`src/rtl/multi_clip_controller.sv`:
```
`default_nettype none
// ============================================================================
// Module      : multi_clip_controller
// Description : Multi-slot audio clip recorder/player sequencing one shared
//               sample memory between a deserializer and a serializer.
// Revision    : 1.0
// ============================================================================
module multi_clip_controller #(
    parameter int NUM_CLIPS       = 4,
    parameter int CLIP_ADDR_WIDTH = 12,
    parameter int SAMPLE_WIDTH    = 16,
    localparam int SEL_W          = $clog2(NUM_CLIPS)
) (
    input  logic                               clock_i,
    input  logic                               reset_i,
    input  logic                               play_command_i,
    input  logic                               record_command_i,
    input  logic                               play_clip_select_i,
    input  logic                               record_clip_select_i,
    input  logic                               loop_mode_i,
    output logic [SEL_W-1:0]                   play_clip_o,
    output logic [SEL_W-1:0]                   record_clip_o,
    output logic [NUM_CLIPS-1:0]               clip_valid_o,
    output logic                               busy_o,
    output logic                               deserializer_enable_o,
    input  logic                               deserializer_done_i,
    input  logic [SAMPLE_WIDTH-1:0]            deserializer_data_i,
    output logic                               serializer_enable_o,
    input  logic                               serializer_done_i,
    output logic [SAMPLE_WIDTH-1:0]            serializer_data_o,
    output logic [SEL_W+CLIP_ADDR_WIDTH-1:0]   memory_addr_o,
    output logic                               memory_en_o,
    output logic                               memory_we_o,
    output logic [SAMPLE_WIDTH-1:0]            memory_wdata_o,
    input  logic [SAMPLE_WIDTH-1:0]            memory_rdata_i
);

    localparam int LEN_W = CLIP_ADDR_WIDTH + 1;

    localparam logic [2:0] IDLE       = 3'd0;
    localparam logic [2:0] REC_WAIT   = 3'd1;
    localparam logic [2:0] REC_WRITE  = 3'd2;
    localparam logic [2:0] PLAY_READ  = 3'd3;
    localparam logic [2:0] PLAY_LATCH = 3'd4;
    localparam logic [2:0] PLAY_WAIT  = 3'd5;

    logic [2:0]                 state;
    logic [SEL_W-1:0]           play_clip;
    logic [SEL_W-1:0]           record_clip;
    logic [CLIP_ADDR_WIDTH-1:0] offset;
    logic [SAMPLE_WIDTH-1:0]    sample;
    logic [SAMPLE_WIDTH-1:0]    serializer_data;
    logic                       stop_pending;
    logic [LEN_W-1:0]           clip_length [NUM_CLIPS];
    logic [LEN_W-1:0]           next_count;

    assign next_count = {1'b0, offset} + LEN_W'(1);

    always_ff @(posedge clock_i or posedge reset_i) begin
        if (reset_i) begin
            state           <= IDLE;
            play_clip       <= '0;
            record_clip     <= '0;
            offset          <= '0;
            sample          <= '0;
            serializer_data <= '0;
            stop_pending    <= 1'b0;
            for (int k = 0; k < NUM_CLIPS; k++) begin
                clip_length[k] <= '0;
            end
        end else begin
            case (state)
                IDLE: begin
                    if (play_clip_select_i)   play_clip   <= play_clip + SEL_W'(1);
                    if (record_clip_select_i) record_clip <= record_clip + SEL_W'(1);
                    // Record takes priority over a simultaneous play request.
                    if (record_command_i) begin
                        offset                   <= '0;
                        clip_length[record_clip] <= '0;
                        stop_pending             <= 1'b0;
                        state                    <= REC_WAIT;
                    end else if (play_command_i && (clip_length[play_clip] != '0)) begin
                        offset <= '0;
                        state  <= PLAY_READ;
                    end
                end
                REC_WAIT: begin
                    if (deserializer_done_i) begin
                        sample       <= deserializer_data_i;
                        stop_pending <= record_command_i;
                        state        <= REC_WRITE;
                    end else if (record_command_i) begin
                        state <= IDLE;
                    end
                end
                REC_WRITE: begin
                    clip_length[record_clip] <= next_count;
                    offset                   <= offset + CLIP_ADDR_WIDTH'(1);
                    if ((&offset) || stop_pending || record_command_i) state <= IDLE;
                    else                                                state <= REC_WAIT;
                end
                PLAY_READ: begin
                    state <= play_command_i ? IDLE : PLAY_LATCH;
                end
                PLAY_LATCH: begin
                    serializer_data <= memory_rdata_i;
                    state           <= play_command_i ? IDLE : PLAY_WAIT;
                end
                PLAY_WAIT: begin
                    if (play_command_i) begin
                        state <= IDLE;
                    end else if (serializer_done_i) begin
                        if (next_count < clip_length[play_clip]) begin
                            offset <= offset + CLIP_ADDR_WIDTH'(1);
                            state  <= PLAY_READ;
                        end else if (loop_mode_i) begin
                            offset <= '0;
                            state  <= PLAY_READ;
                        end else begin
                            state <= IDLE;
                        end
                    end
                end
                default: state <= IDLE;
            endcase
        end
    end

    for (genvar k = 0; k < NUM_CLIPS; k++) begin : g_valid
        assign clip_valid_o[k] = |clip_length[k];
    end

    assign play_clip_o           = play_clip;
    assign record_clip_o         = record_clip;
    assign busy_o                = (state != IDLE);
    assign deserializer_enable_o = (state == REC_WAIT) || (state == REC_WRITE);
    // A stop request removes the enable in the same cycle it arrives.
    assign serializer_enable_o   = (state == PLAY_WAIT) && !play_command_i;
    assign serializer_data_o     = serializer_data;
    assign memory_en_o           = (state == REC_WRITE) || (state == PLAY_READ);
    assign memory_we_o           = (state == REC_WRITE);
    assign memory_wdata_o        = (state == REC_WRITE) ? sample : '0;
    assign memory_addr_o         = (state == REC_WRITE) ? {record_clip, offset} :
                                   (state == PLAY_READ) ? {play_clip, offset}   : '0;

endmodule
`default_nettype wire

```
`config.mk`:
```
export PLATFORM = sky130hd
export DESIGN_NAME = multi_clip_controller
export DESIGN_NICKNAME = d
export VERILOG_FILES = /design/src/rtl/multi_clip_controller.sv
export SDC_FILE = /design/constraint.sdc
export NUM_CORES = 1
export LEC_CHECK = 0
export ABC_AREA = 1
export CAP_MARGIN = 15
export CORE_ASPECT_RATIO = 0.7
export CORE_MARGIN = 5
export CORE_UTILIZATION = 59
export CTS_BUF_LIST = sky130_fd_sc_hd__clkbuf_4 sky130_fd_sc_hd__clkbuf_8
export CTS_CLUSTER_SIZE = 12
export DETAILED_ROUTE_END_ITERATION = 10
export GPL_TIMING_DRIVEN = 0
export PLACE_DENSITY = 0.92
export SETUP_SLACK_MARGIN = 0.3
export SLEW_MARGIN = 25
export SYNTH_ARGS = -nofsm -noshare
export SYNTH_HDL_FRONTEND = slang
export SYNTH_SLANG_ARGS = --single-unit
```
`constraint.sdc`:
```
create_clock -name clock_i -period 7.4 [get_ports clock_i]
set_input_delay 1.48 -clock clock_i [delete_from_list [all_inputs] [get_ports clock_i]]
set_output_delay 1.48 -clock clock_i [all_outputs]
set_load 0.05 [all_outputs]
```
==> results of run 1 <==
==> area by class of cell <==
class	instances	area (sq um)
Sequential cell	104	2600
Multi-Input combinational cell	543	2580
Fill cell	677	2190
Timing Repair Buffer	100	1020
Inverter	76	290
Buffer	31	194
Tap cell	124	155
Clock buffer	9	124
Clock inverter	7	63.8
==> stage by stage <==
stage	setup slack, ns	total power, mW
5_1_grt	2.84	2.78
4_1_cts	2.92	2.62
3_3_place_gp	1.86	2.23
2_1_floorplan	3.19	1.81
6_report	2.91	2.63
3_5_place_dp	2.92	2.28
==> power by group <==
| group | leakage [nW] | switching (mW) | total (mW) | internal, mW |
|---|---|---|---|---|
| clock network | 0.0934 | 0.212 | 0.341 | 0.129 |
| logic | 1.94 | 1.04 | 1.52 | 0.475 |
| registers | 1.35 | 0.0804 | 0.771 | 0.691 |
==> registers in the layout, summed over array words and instances, names as in the netlist <==
name / flops
clip_length: 52
state: 3
sample: 16
record_clip_o: 2
offset: 12
serializer_data_o: 16
play_clip_o: 2
stop_pending: 1
==> layout by cell type, fill, tap and decap left out, drive strengths merged, types with 21 or more instances in the layout <==
cell type / synthesis / layout
nand4: 32 / 32
nand3: 35 / 35
nand2: 264 / 264
o21ai: 63 / 63
clkbuf: 12 / 21
a21oi: 26 / 26
inv: 76 / 79
clkdlybuf4s50: 0 / 99
nor2: 78 / 78
dfrtp: 104 / 104
==> critical path: stages <==
cell and delay [ns]:
clkdlybuf4s50_1 0.47, nor2_1 0.20, clkdlybuf4s50_1 0.86
==> worst min-delay path by stage <==
stage,start,endpoint,cells after the start
after floorplan,stop_pending,stop_pending,2
after global placement,serializer_data_o[2],serializer_data_o[2],2
after detailed placement,serializer_data_o[13],serializer_data_o[13],2
after CTS,serializer_data_o[13],serializer_data_o[13],2
after global routing,serializer_data_o[2],serializer_data_o[2],2
final,serializer_data_o[1],serializer_data_o[1],2
==> per-layer routing <==
layer | up-vias | share of wire
li1 | 2641 | -
met1 | 2673 | 0.41
met2 | 290 | 0.47
met3 | 37 | 0.093
met4 | 0 | 0.022
met5 | - | 0
==> logic make-up after synthesis <==
family                   after synthesis  synth area share
AND/OR/NAND/NOR                      423             0.319
buffers and inverters                107            0.0846
flip-flops                           104             0.460
AO/OA/AOI/OAI                         96            0.0880
adder cells (fa/ha/maj)               18            0.0398
XOR/XNOR                               6           0.00928
==> impl_metrics.ini, run 1 <==
[synthesis]
syn_nets = 813
synth-seq-cells = 104
synth-edff-count = 0
synth.top_cell.area_share = 0.460
synthTopCellsByArea = dfrtp_1, nand2_1, nor2_1
synth.yosys.seq_area_share = 0.460
ys_types = 30
ys_async_sr_fraction = 1.00
synth_area_leader_cell = dfrtp_1
synthTopCellsByCount = nand2_1, dfrtp_1, nor2_1
syn_avg_cell_area_sq_um = 7.51
synth_cells = 754
synthesis.area_sq_um = 5660
ys.flop_type = dfrtp_1
yosysMostFrequentCell = nand2_1
yosys_warnings = 0

[setup_path]
rr_worst_depth = 14
cp_max_fo = 4
crit_path_start_kind = input port
worstPathArrival_ns = 3.01
worstSetupEndpoint = serializer_enable_o
reg2reg_slack_ns = 4.34
r2r-end = offset[4]
crit_type = input port to primary output
crit_start = play_command_i
rr_startpoint = offset[0]
cp.required_ns = 5.92
endpoint_kind = primary output

[sta]
rsz0062_at_grt = no
slew_violations = 0
fin_setup_tns_ns = 0
fmax_mhz = 223
slew_headroom = 0.493
skew_ns = 0.0119
setup_viol = 0
worst_slew_pin_slew_ns = 0.757
holdWs_ns = 0.485
period_share = 0.607
hold_viol_final = 0
period_minus_slack_ns = 4.49

[cts]
cts_resized = 0
numCtsBuffers = 9
postCtsHoldBufs = 0
htree_levels = 3
cts_tree = done
cts_root_buffer = clkbuf_8
clk_latency_ns = 0.39
clk_pin_slew_ns = 0.10
cts_buffer_depth = 2
cts_setup_buffers = 0
clock_sinks = 104

[routing]
antenna_left = 0
firstDrtPassIters = 6
route.vias.total = 5641
wl_per_cell_um = 16.2
route.detailed.drc = 0
drt_iter0_drc = 540
finalWirelength_um = 16100
vias_per_cell = 5.68

[global_route]
track_usage = 0.280
grt_util_met1 = 0.376
grt_max_degree = 60
use_met3 = 0.0767
overflow = 0
antenna_found_initial = 0
grt_first_pass_wirelength_um = 26200
busiest_layer = met2
grt_use_met2 = 0.451
grt_pass1_vias = 5384

[worst_hold_path]
hold_path.class = register to register

[placement]
io_buffers = 99
gp_congestion = 0.988
dp.cells = 978
dp_hpwl_um = 12300
place_area_sq_um = 6840

[run_status]
status = finished clean

[layout]
fin_area_sq_um = 7030
area_delta_synth_final_pct = 24.1
diodes = 0
num-nets-final = 924
fin_util = 0.763
fin_cells = 994
drive_above_1_share = 0.0793

[pwr]
leakage_nw = 3.38
powerDensity_nw_per_um2 = 374
ir_drop_mv = 0.330

[die]
core-area_sq_um = 9220
start_util = 0.614
die_h_um = 92.0
die_w_um = 127
rows = 29
dieArea_sq_um = 11700
pin_count = 100

[flow_run]
drv_cap = 0
No activity file was read; power rests on OpenSTA's default activity.
==> run 2: changes to the inputs <==
--- a/config.mk
+++ b/config.mk
@@ -9,12 +9,12 @@
 export CAP_MARGIN = 15
 export CORE_ASPECT_RATIO = 0.7
 export CORE_MARGIN = 5
-export CORE_UTILIZATION = 59
+export CORE_UTILIZATION = 50
 export CTS_BUF_LIST = sky130_fd_sc_hd__clkbuf_4 sky130_fd_sc_hd__clkbuf_8
 export CTS_CLUSTER_SIZE = 12
 export DETAILED_ROUTE_END_ITERATION = 10
 export GPL_TIMING_DRIVEN = 0
-export PLACE_DENSITY = 0.92
+export PLACE_DENSITY = 0.83
 export SETUP_SLACK_MARGIN = 0.3
 export SLEW_MARGIN = 25
 export SYNTH_ARGS = -nofsm -noshare
==> constraint.sdc (replaced) <==
create_clock -name clock_i -period 3.8 [get_ports clock_i]
set_input_delay 0.76 -clock clock_i [delete_from_list [all_inputs] [get_ports clock_i]]
set_output_delay 0.76 -clock clock_i [all_outputs]
set_load 0.05 [all_outputs]
==> run 2 against run 1 <==
Design area rose by 1.1%; clock power rose by 110%; power rose by 97%; worst setup slack got worse by 2.4 ns; sequential cell count did not move; utilization fell by 12 points; non-clock buffer count did not move; wire length fell by 2.5%; combinational power rose by 94%; critical endpoint is now memory_wdata_o[15]; sequential power rose by 95%; sequential share of layout area fell by 0.38 points; hold slack got worse by 0.0051 ns.
==> impl_metrics.ini, run 2 (synthesized netlist as in run 1, its figures left out) <==
[run_status]
status = finished clean

[setup_path]
timing.critical_path.buf_inv = 3
cp.required_ns = 3.04
cpPeakStageDelay_ns = 0.82
critPathMostFrequentCell = nor2_1
cp_max_fo = 10
crit_path_start_kind = register
crit_type = register to primary output
cp_slowest_cell = clkdlybuf4s50_1
path_cells = nor2_1 > nand2_1 > clkbuf_2 > buf_2 > nor2_1 > clkdlybuf4s50_1
cpLargestDelayFamily = buffers and inverters
endpoint_kind = primary output
worstPathArrival_ns = 2.56

[routing]
vias_per_cell = 5.32
antenna_left = 0
drt_iter0_drc = 461
route.vias.total = 5447
firstDrtPassIters = 5
finalWirelength_um = 15700
route.detailed.drc = 0
wl_per_cell_um = 15.4

[worst_hold_path]
hold_path.class = register to register

[global_route]
antenna_found_initial = 0
grt_first_pass_wirelength_um = 25600
grt_max_degree = 58
grt_pass1_vias = 5072
track_usage = 0.238
overflow = 0

[sta]
skew_ns = 0.0104
slew_headroom = 0.604
rsz0062_at_grt = no
period_share = 0.872
fmax_mhz = 302
slew_violations = 0
hold_viol_final = 0
period_minus_slack_ns = 3.32
setup_viol = 0
worst_slew_pin_slew_ns = 0.592

[cts]
clk_pin_slew_ns = 0.10
htree_levels = 3
cts_root_buffer = clkbuf_8
cts_buffer_depth = 2
postCtsHoldBufs = 0
clk_latency_ns = 0.38
cts_tree = done
clock_sinks = 104
cts_setup_buffers = 0
numCtsBuffers = 9

[layout]
fin_util = 0.643
fin_cells = 1023
num-nets-final = 924
diodes = 0
most-common-layout-cells = nand2_1, dfrtp_1, clkdlybuf4s50_1
final.fill_count = 973
fin_area_sq_um = 7100
top_register = clip_length
area_delta_synth_final_pct = 25.4
drive_above_1_share = 0.0816
largest_register_ff_count = 52
final_common_cell = nand2_1

[die]
core-area_sq_um = 11100
start_util = 0.512
pin_count = 100
die_w_um = 137
dieArea_sq_um = 13600
die_h_um = 99.0
rows = 32

[pwr]
leakage_nw = 3.54
powerDensity_nw_per_um2 = 729
ir_drop_mv = 0.568

[placement]
place_area_sq_um = 6880
gp_congestion = 0.911
dp_hpwl_um = 12000
io_buffers = 99
dp.cells = 1007

[flow_run]
drv_cap = 0
## run 2: cell count changes in the layout (fill, tap and decap cells not counted), moves of 2 or more
cell             delta
clkbuf_2            +2
clkdlybuf4s50_1    -12
dlygate4sd2_1       +4
dlymetal6s2s_1      +8
clkbuf_1            -2
## run 2: worst paths after layout
| path | slack (ns) | endpoint | startpoint | cells after the start |
|---|---|---|---|---|
| worst min register to register | 0.48 | serializer_data_o[10] | serializer_data_o[10] | 2 |
| min in group asynchronous | 0.76 | serializer_data_o[3] | reset_i | 2 |
| worst min-delay path | 0.48 | serializer_data_o[10] | serializer_data_o[10] | 2 |
| max in group asynchronous | 2.39 | clip_length[39] | reset_i | 3 |
| worst max-delay path | 0.48 | memory_wdata_o[15] | state[2] | 6 |
| worst max register to register | 0.57 | offset[3] | offset[0] | 16 |
## run 2: layer usage
metal,vias up,track usage,wire length (um)
li1,2648,-,-
met1,2552,0.348,7230
met2,235,0.332,6480
met3,12,0.103,1880
met4,0,0.0414,127
met5,-,0,0
## run 2: layout make-up
type | count | area (sq um) | share of cell area
multi-input cells | 543 | 2580 | 0.363
repair buffers | 100 | 1030 | 0.146
inverters | 76 | 290 | 0.0409
clock buffers | 11 | 145 | 0.0204
plain buffers | 31 | 196 | 0.0277
flip-flops and latches | 104 | 2600 | 0.366
clock inverters | 5 | 62.6 | 0.00881
well taps | 153 | 191 | 0.0270
## run 2: tightest hold or removal path, delay by kind of cell, from the launching register on
kind	cells	cell delay (ns)
flops	1	0.35
simple gates	2	0.11
## run 2: power by group
group	leakage, nW	internal [mW]	switching, mW	total [mW]
combinational	2.09	0.913	2.04	2.95
sequential	1.35	1.34	0.152	1.50
clock	0.100	0.335	0.397	0.733
total	3.54	2.59	2.59	5.18
## run 2: per-stage QoR
step	total power, mW	hold slack (ns)	TNS [ns]	setup WS, ns
floorplan	3.52	0.454	0	0.308
global placement	4.40	0.452	-130.05	-1.26
detailed placement	4.45	0.462	0	0.619
CTS	5.18	0.484	0	0.301
global route	5.50	0.498	0	0.335
finish	5.18	0.480	0	0.485
## run 2: timing repair
item / in CTS / in global routing
gates cloned: 0 / 0
setup endpoints to repair: 11 / 10
pin swaps: 0 / 0
gates resized for setup: 5 / 10
